## src/rtl/dbus_pkg.sv

```systemverilog
// Shared definitions for the data-bus SRAM responder: FSM states, access size
// encodings, the request record and the byte-lane helper functions.
package dbus_pkg;

    typedef enum logic [1:0] {
        IDLE = 2'd0,
        REQ  = 2'd1,
        WAIT = 2'd2,
        RESP = 2'd3
    } state_t;

    typedef enum logic [1:0] {
        SIZE_B = 2'd0,
        SIZE_H = 2'd1,
        SIZE_W = 2'd2,
        SIZE_D = 2'd3
    } size_t;

    typedef struct packed {
        logic [63:0] addr;
        logic [1:0]  size;
        logic        write;
        logic [63:0] wdata;
        logic        fence_i;
    } dbus_req_t;

    // Bytes covered by an access, shifted to its lane; lanes past 7 fall off.
    function automatic logic [7:0] lane_mask(input logic [2:0] offset, input logic [1:0] size);
        logic [15:0] mask;
        mask = (16'd1 << (16'd1 << size)) - 16'd1;
        mask = mask << offset;
        return mask[7:0];
    endfunction

    function automatic logic [2:0] align_mask(input size_t size);
        logic [2:0] mask;
        case (size)
            SIZE_B:  mask = 3'b000;
            SIZE_H:  mask = 3'b001;
            SIZE_W:  mask = 3'b011;
            default: mask = 3'b111;
        endcase
        return mask;
    endfunction

endpackage

```

## src/rtl/data_bus.sv

```systemverilog
// Core data bus: the master issues en/addr/size/write/wdata/fence_i/ready,
// the responder returns valid/rdata/acc_err.
interface data_bus;
    logic        en;
    logic [63:0] addr;
    logic [1:0]  size;
    logic        write;
    logic [63:0] wdata;
    logic        fence_i;
    logic        ready;
    logic        valid;
    logic [63:0] rdata;
    logic        acc_err;

    modport master (
        output en, addr, size, write, wdata, fence_i, ready,
        input  valid, rdata, acc_err
    );

    modport slave (
        input  en, addr, size, write, wdata, fence_i, ready,
        output valid, rdata, acc_err
    );
endinterface

```

## src/rtl/dbus_wstrb_gen.sv

```systemverilog
// Byte-enable generator: turns the low address bits and access size into wstrb.
module dbus_wstrb_gen
    import dbus_pkg::*;
(
    input  logic [2:0] addr_lo,
    input  logic [1:0] size,
    output logic [7:0] wstrb
);

    assign wstrb = lane_mask(addr_lo, size);

endmodule

```

## src/rtl/dbus_sram_responder.sv

```systemverilog
// Data-bus responder bridging core loads/stores onto a req/gnt/rvalid backend.
// Define DBUS_MISALIGN_FAULT_EN to fault misaligned accesses locally.
module dbus_sram_responder
    import dbus_pkg::*;
#(
    parameter logic [63:0] ADDR_BASE = 64'h8000_0000,
    parameter logic [63:0] ADDR_SIZE = 64'h0800_0000
) (
    input  logic        clock,
    input  logic        reset,
    data_bus.slave      d_bus,
    output logic        mem_req,
    input  logic        mem_gnt,
    output logic [63:0] mem_addr,
    output logic        mem_write,
    output logic [63:0] mem_wdata,
    output logic [7:0]  mem_wstrb,
    input  logic        mem_rvalid,
    input  logic [63:0] mem_rdata,
    input  logic        mem_err
);

    state_t      state_q, state_d;
    logic [63:0] act_addr_q, act_addr_d;
    logic [1:0]  act_size_q, act_size_d;
    logic        act_write_q, act_write_d;
    logic [63:0] act_wdata_q, act_wdata_d;
    dbus_req_t   pend_q, pend_d;
    logic        drop_q, drop_d;
    logic        valid_q, valid_d;
    logic [63:0] rdata_q, rdata_d;
    logic        acc_err_q, acc_err_d;

    dbus_req_t   new_req;
    dbus_req_t   launch_req;
    logic        launch_in_range;
    logic        launch_misalign;
    logic        do_launch;

    assign new_req = '{addr: d_bus.addr, size: d_bus.size, write: d_bus.write,
                       wdata: d_bus.wdata, fence_i: d_bus.fence_i};

    // A request stored behind a flushed transaction launches when its response returns.
    assign launch_req = (state_q == WAIT && !d_bus.en) ? pend_q : new_req;

    assign launch_in_range = ({1'b0, launch_req.addr} >= {1'b0, ADDR_BASE}) &&
                             ({1'b0, launch_req.addr} < ({1'b0, ADDR_BASE} + {1'b0, ADDR_SIZE}));

`ifdef DBUS_MISALIGN_FAULT_EN
    assign launch_misalign = |(launch_req.addr[2:0] & align_mask(size_t'(launch_req.size)));
`else
    assign launch_misalign = 1'b0;
`endif

    always_ff @(posedge clock) begin
        if (reset) begin
            state_q     <= IDLE;
            act_addr_q  <= '0;
            act_size_q  <= '0;
            act_write_q <= 1'b0;
            act_wdata_q <= '0;
            pend_q      <= '0;
            drop_q      <= 1'b0;
            valid_q     <= 1'b0;
            rdata_q     <= '0;
            acc_err_q   <= 1'b0;
        end else begin
            state_q     <= state_d;
            act_addr_q  <= act_addr_d;
            act_size_q  <= act_size_d;
            act_write_q <= act_write_d;
            act_wdata_q <= act_wdata_d;
            pend_q      <= pend_d;
            drop_q      <= drop_d;
            valid_q     <= valid_d;
            rdata_q     <= rdata_d;
            acc_err_q   <= acc_err_d;
        end
    end

    always_comb begin
        state_d     = state_q;
        act_addr_d  = act_addr_q;
        act_size_d  = act_size_q;
        act_write_d = act_write_q;
        act_wdata_d = act_wdata_q;
        pend_d      = pend_q;
        drop_d      = drop_q;
        valid_d     = valid_q;
        rdata_d     = rdata_q;
        acc_err_d   = acc_err_q;
        do_launch   = 1'b0;

        case (state_q)
            IDLE: do_launch = d_bus.en;
            REQ: begin
                if (d_bus.en) begin
                    drop_d = 1'b1;
                    pend_d = new_req;
                end
                if (mem_gnt) state_d = WAIT;
            end
            WAIT: begin
                if (mem_rvalid) begin
                    if (drop_q || d_bus.en) begin
                        drop_d    = 1'b0;
                        do_launch = 1'b1;
                    end else begin
                        state_d   = RESP;
                        valid_d   = 1'b1;
                        rdata_d   = mem_rdata;
                        acc_err_d = mem_err;
                    end
                end else if (d_bus.en) begin
                    drop_d = 1'b1;
                    pend_d = new_req;
                end
            end
            RESP: begin
                if (d_bus.en) begin
                    do_launch = 1'b1;
                end else if (d_bus.ready) begin
                    state_d = IDLE;
                    valid_d = 1'b0;
                end
            end
            default: state_d = IDLE;
        endcase

        // Fence and faulting accesses answer locally without touching the backend.
        if (do_launch) begin
            if (launch_req.fence_i || !launch_in_range || launch_misalign) begin
                state_d   = RESP;
                valid_d   = 1'b1;
                rdata_d   = '0;
                acc_err_d = !launch_req.fence_i;
            end else begin
                state_d     = REQ;
                valid_d     = 1'b0;
                acc_err_d   = 1'b0;
                act_addr_d  = launch_req.addr;
                act_size_d  = launch_req.size;
                act_write_d = launch_req.write;
                act_wdata_d = launch_req.wdata;
            end
        end
    end

    dbus_wstrb_gen u_wstrb_gen (
        .addr_lo (act_addr_q[2:0]),
        .size    (act_size_q),
        .wstrb   (mem_wstrb)
    );

    assign mem_req       = (state_q == REQ);
    assign mem_addr      = {act_addr_q[63:3], 3'b000};
    assign mem_write     = act_write_q;
    assign mem_wdata     = act_wdata_q;
    assign d_bus.valid   = valid_q;
    assign d_bus.rdata   = rdata_q;
    assign d_bus.acc_err = acc_err_q;

endmodule

```

## src/flat_wrapper.sv

```systemverilog
// flat-port wrapper written by rule: the top's interface ports become plain ports
module dbus_sram_responder_flat import dbus_pkg::*;
#(
    parameter logic [63:0] ADDR_BASE = 64'h8000_0000,
    parameter logic [63:0] ADDR_SIZE = 64'h0800_0000
)
  (clock, reset, mem_req, mem_gnt, mem_addr, mem_write, mem_wdata, mem_wstrb, mem_rvalid, mem_rdata, mem_err, d_bus_en, d_bus_addr, d_bus_size, d_bus_write, d_bus_wdata, d_bus_fence_i, d_bus_ready, d_bus_valid, d_bus_rdata, d_bus_acc_err);
  data_bus d_bus_i ();
  input  logic clock;
  input  logic reset;
  output logic mem_req;
  input  logic mem_gnt;
  output logic [63:0] mem_addr;
  output logic mem_write;
  output logic [63:0] mem_wdata;
  output logic [7:0] mem_wstrb;
  input  logic mem_rvalid;
  input  logic [63:0] mem_rdata;
  input  logic mem_err;
  input wire logic [$bits(d_bus_i.en)-1:0] d_bus_en;
  input wire logic [$bits(d_bus_i.addr)-1:0] d_bus_addr;
  input wire logic [$bits(d_bus_i.size)-1:0] d_bus_size;
  input wire logic [$bits(d_bus_i.write)-1:0] d_bus_write;
  input wire logic [$bits(d_bus_i.wdata)-1:0] d_bus_wdata;
  input wire logic [$bits(d_bus_i.fence_i)-1:0] d_bus_fence_i;
  input wire logic [$bits(d_bus_i.ready)-1:0] d_bus_ready;
  output wire logic [$bits(d_bus_i.valid)-1:0] d_bus_valid;
  output wire logic [$bits(d_bus_i.rdata)-1:0] d_bus_rdata;
  output wire logic [$bits(d_bus_i.acc_err)-1:0] d_bus_acc_err;
  assign d_bus_i.en = d_bus_en;
  assign d_bus_i.addr = d_bus_addr;
  assign d_bus_i.size = d_bus_size;
  assign d_bus_i.write = d_bus_write;
  assign d_bus_i.wdata = d_bus_wdata;
  assign d_bus_i.fence_i = d_bus_fence_i;
  assign d_bus_i.ready = d_bus_ready;
  assign d_bus_valid = d_bus_i.valid;
  assign d_bus_rdata = d_bus_i.rdata;
  assign d_bus_acc_err = d_bus_i.acc_err;
  dbus_sram_responder #(.ADDR_BASE(ADDR_BASE), .ADDR_SIZE(ADDR_SIZE)) u_core (.clock(clock), .reset(reset), .d_bus(d_bus_i), .mem_req(mem_req), .mem_gnt(mem_gnt), .mem_addr(mem_addr), .mem_write(mem_write), .mem_wdata(mem_wdata), .mem_wstrb(mem_wstrb), .mem_rvalid(mem_rvalid), .mem_rdata(mem_rdata), .mem_err(mem_err));
endmodule
```

## config.mk

```make
export PLATFORM = sky130hd
export DESIGN_NAME = dbus_sram_responder_flat
export DESIGN_NICKNAME = d
export VERILOG_FILES = /design/src/rtl/dbus_pkg.sv /design/src/rtl/data_bus.sv /design/src/rtl/dbus_wstrb_gen.sv /design/src/rtl/dbus_sram_responder.sv /design/src/flat_wrapper.sv
export SDC_FILE = /design/constraint.sdc
export NUM_CORES = 1
export LEC_CHECK = 0
export CAP_MARGIN = 20
export CORE_ASPECT_RATIO = 1.5
export CORE_MARGIN = 2
export CORE_UTILIZATION = 30
export DETAILED_ROUTE_END_ITERATION = 7
export PLACE_DENSITY_LB_ADDON = 0.08
export SETUP_SLACK_MARGIN = 0.05
export SLEW_MARGIN = 15
export SYNTH_ARGS = -nofsm -noshare
export SYNTH_HDL_FRONTEND = slang
export SYNTH_SLANG_ARGS = --single-unit
export TNS_END_PERCENT = 20
```

## constraint.sdc

```tcl
create_clock -name clock -period 2.75 [get_ports clock]
set_clock_uncertainty 0.1 [all_clocks]
set_input_delay 0.275 -clock clock [delete_from_list [all_inputs] [get_ports clock]]
set_output_delay 0.275 -clock clock [all_outputs]
set_load 0.05 [all_outputs]
```

==> summary.txt <==
IO Pins - 407
Initial Util - 30.2%
Avg WL per Cell - 17.4 um
Crit-path cells - or2_2, a21oi_1, nor2_1, clkdlybuf4s50_1
Largest net degree at the start of global routing - 87
Worst-margin pin slew - 839 ps
Sequential area share after synthesis - 47.4%
Chip height - 269 um
CTS tree - built
Flop-to-flop setup slack - 190 ps
Final #Nets - 2046
Worst endpoint required time - 2380 ps
Synth Warn # - 0
Final Setup Violations - 0
Worst VDD drop - 406 uV
Congestion Overflow GR - 0
Synth Cell Area - 14000 sq um
Area of the core - 46500 sq um
Gpl congestion - 0.753
GRT Resource Usage Total - 17.0%
F_max - 384 MHz
Run status - complete, no violations
CP max stage delay - 830 ps
Die area - 48500 sq um
Clk sink count - 332
Vias in the first global route - 11.3k
Area Overhead vs Synth - 37.9%
Min-Delay Path Class - primary input to flip-flop
Kind of critical path - flip-flop to output port
Rel. slew slack - 44.0%
CP Launch Type - flip-flop
Worst EP arrival - 2230 ps
Post-synth ARST share - 0%
Leakage - 7.46 nW
1st-iter DRT viols - 508
Post-Synthesis Cells - 1558
Primary FF master, synth - dfxtp_1
Kind of cell adding the most delay to the critical path - buffers and inverters
Clk slew on worst S/H paths - 60 ps
Share of layout cells above drive strength 1 - 9.85%
Placed insts - 2393
Drt via density - 4.70
Vias - 11.5k
Post-DP HPWL - 28500 um
Post-Route WL - 42700 um
Port Buffers - 403
Worst hold slack - 69.8 ps
Die span in x - 181 um
Worst Path Buf+Inv - 1
Root buffer cell - clkbuf_16
Final hold violations - 0
Crit-path max FO - 9
Number of core rows - 97
Slew Limit Fails - 0
Yosys reg bits - 332
Post-Layout Cell Count - 2456
Library cells used by synthesis - 43
Worst setup EP type - output port
PwrDens - 670 nW/um^2
Post-layout instance area - 19300 sq um
ANT nets after route - 0
Slowest stage cell, crit path - clkdlybuf4s50_1
H-tree lvl count - 2
CTS Buf Count - 37
Setup TNS - 0 ps
Syn Area/Cell - 9.00 sq um
Residual DRC - 0
DR pass1 iterations - 4
RSZ-0062 raised after global routing - true
Worst-Skew Late Latency - 510 ps
Final worst slack - 147 ps
Post-synth EDFFs - 0
Post-place setup slack - 11.0 ps
Fin util - 41.6%
Initial antenna violation count - 5
Clk buf depth - 3
First-pass GRT wire length - 66100 um
Period minus WS final - 2600 ps
Total of max-cap violations - 0
Post-DP Area - 18200 sq um
Power Total - 13.0 mW
Tcrit/Tclk final - 94.7%
==> final timing paths <==
path,from,cells past startpoint,end
max reg2reg,u_core.state_q[0],8,u_core.act_addr_q[50]
max,u_core.act_addr_q[0],4,mem_wstrb[3]
min,reset,2,u_core.pend_q[116]
min reg2reg,u_core.pend_q[8],2,u_core.pend_q[8]
==> layout by cell type, fill, tap and decap left out, drive strengths merged, types with 3 or more instances in the layout <==
cell,instances
nand2,459
clkdlybuf4s50,397
dfxtp,332
mux2i,161
a21oi,140
mux2,94
a211oi,67
clkbuf,54
and3,36
buf,28
nor4,13
nor2,12
nor3,9
ha,5
diode,4
inv,4
a21o,3
conb,3
clkinv,3
dlygate4sd2,3
==> power by group <==
group	total, mW	switching, mW	internal [mW]	leakage (nW)
clock network	4.64	1.97	2.68	0.536
registers	5.33	0.172	5.16	2.68
logic	2.98	1.74	1.24	4.24
==> Yosys cell counts, types with 2 or more instances <==
cell type	number	share of area [%]
a211oi_1	67	3.6
a21o_1	3	0.16
a21oi_1	140	5.0
a32o_1	2	0.14
and3_1	36	1.6
buf_1	9	0.24
buf_4	65	3.5
buf_6	9	0.72
clkbuf_1	107	2.9
dfxtp_1	332	47
ha_1	5	0.45
inv_1	4	0.11
mux2_2	94	7.5
mux2i_1	161	11
nand2_1	459	12
nand2b_1	2	0.089
nand3_1	2	0.071
nand4_1	2	0.089
nor2_1	12	0.32
nor3_1	8	0.29
nor4_1	13	0.58
nor4b_1	2	0.12
o21a_1	2	0.11
o22ai_1	2	0.089
or4_1	2	0.11
==> sequential cells by signal, indices dropped and copies added (netlist names), 2 cells and up <==
name / cells
u_core.act_size_q: 2
u_core.state_q: 2
u_core.mem_wdata: 64
u_core.pend_q: 132
u_core.d_bus.rdata: 64
u_core.act_addr_q: 64
==> what timing repair did <==
action                     CTS  global route
buffers inserted             0             0
pin swaps                    0             0
setup endpoints to repair    3            35
resized for setup            3             3
hold buffers                 0             0
==> metal layers <==
| metal | part of all wire, % | wire length (um) | track usage (%) | vias to the layer above |
|---|---|---|---|---|
| met2 | 49 | 21000 | 29.8 | 315 |
| met3 | 7.2 | 3060 | 5.02 | 51 |
| met4 | 1.9 | 812 | 4.82 | 4 |
| li1 | - | - | - | 5774 |
| met1 | 42 | 17800 | 20.0 | 5397 |
| met5 | 0.063 | 27 | 0 | - |
==> area by class of cell <==
cell class,instances,area (sq um)
multi-input cells,1033,6400
flip-flops and latches,332,6650
clock buffers,54,1070
inverters,4,20.0
diodes,4,10.0
repair buffers,430,4430
fillers,4640,27100
well taps,594,743
clock inverters,5,30.0
==> cell families (layout without fill, tap and decap cells) <==
family	after synthesis	count (layout)	synth area share [%]
flip-flops	332	332	47.4
adder cells (fa/ha/maj)	5	5	0.446
AND/OR/NAND/NOR	543	543	15.9
other	1	7	0.0267
multiplexers	255	255	19.0
AO/OA/AOI/OAI	227	227	9.80
buffers and inverters	195	493	7.45
==> worst register-to-register path: stages, from the launching register on <==
cell and delay [ps]:
dfxtp_1 340, inv_1 120, ha_2 240, nand2b_4 110, or4_1 530, nor3_4 190
o2111ai_4 200, buf_12 240, and3_1 390
Note: power is estimated with default switching activity, not from simulation.
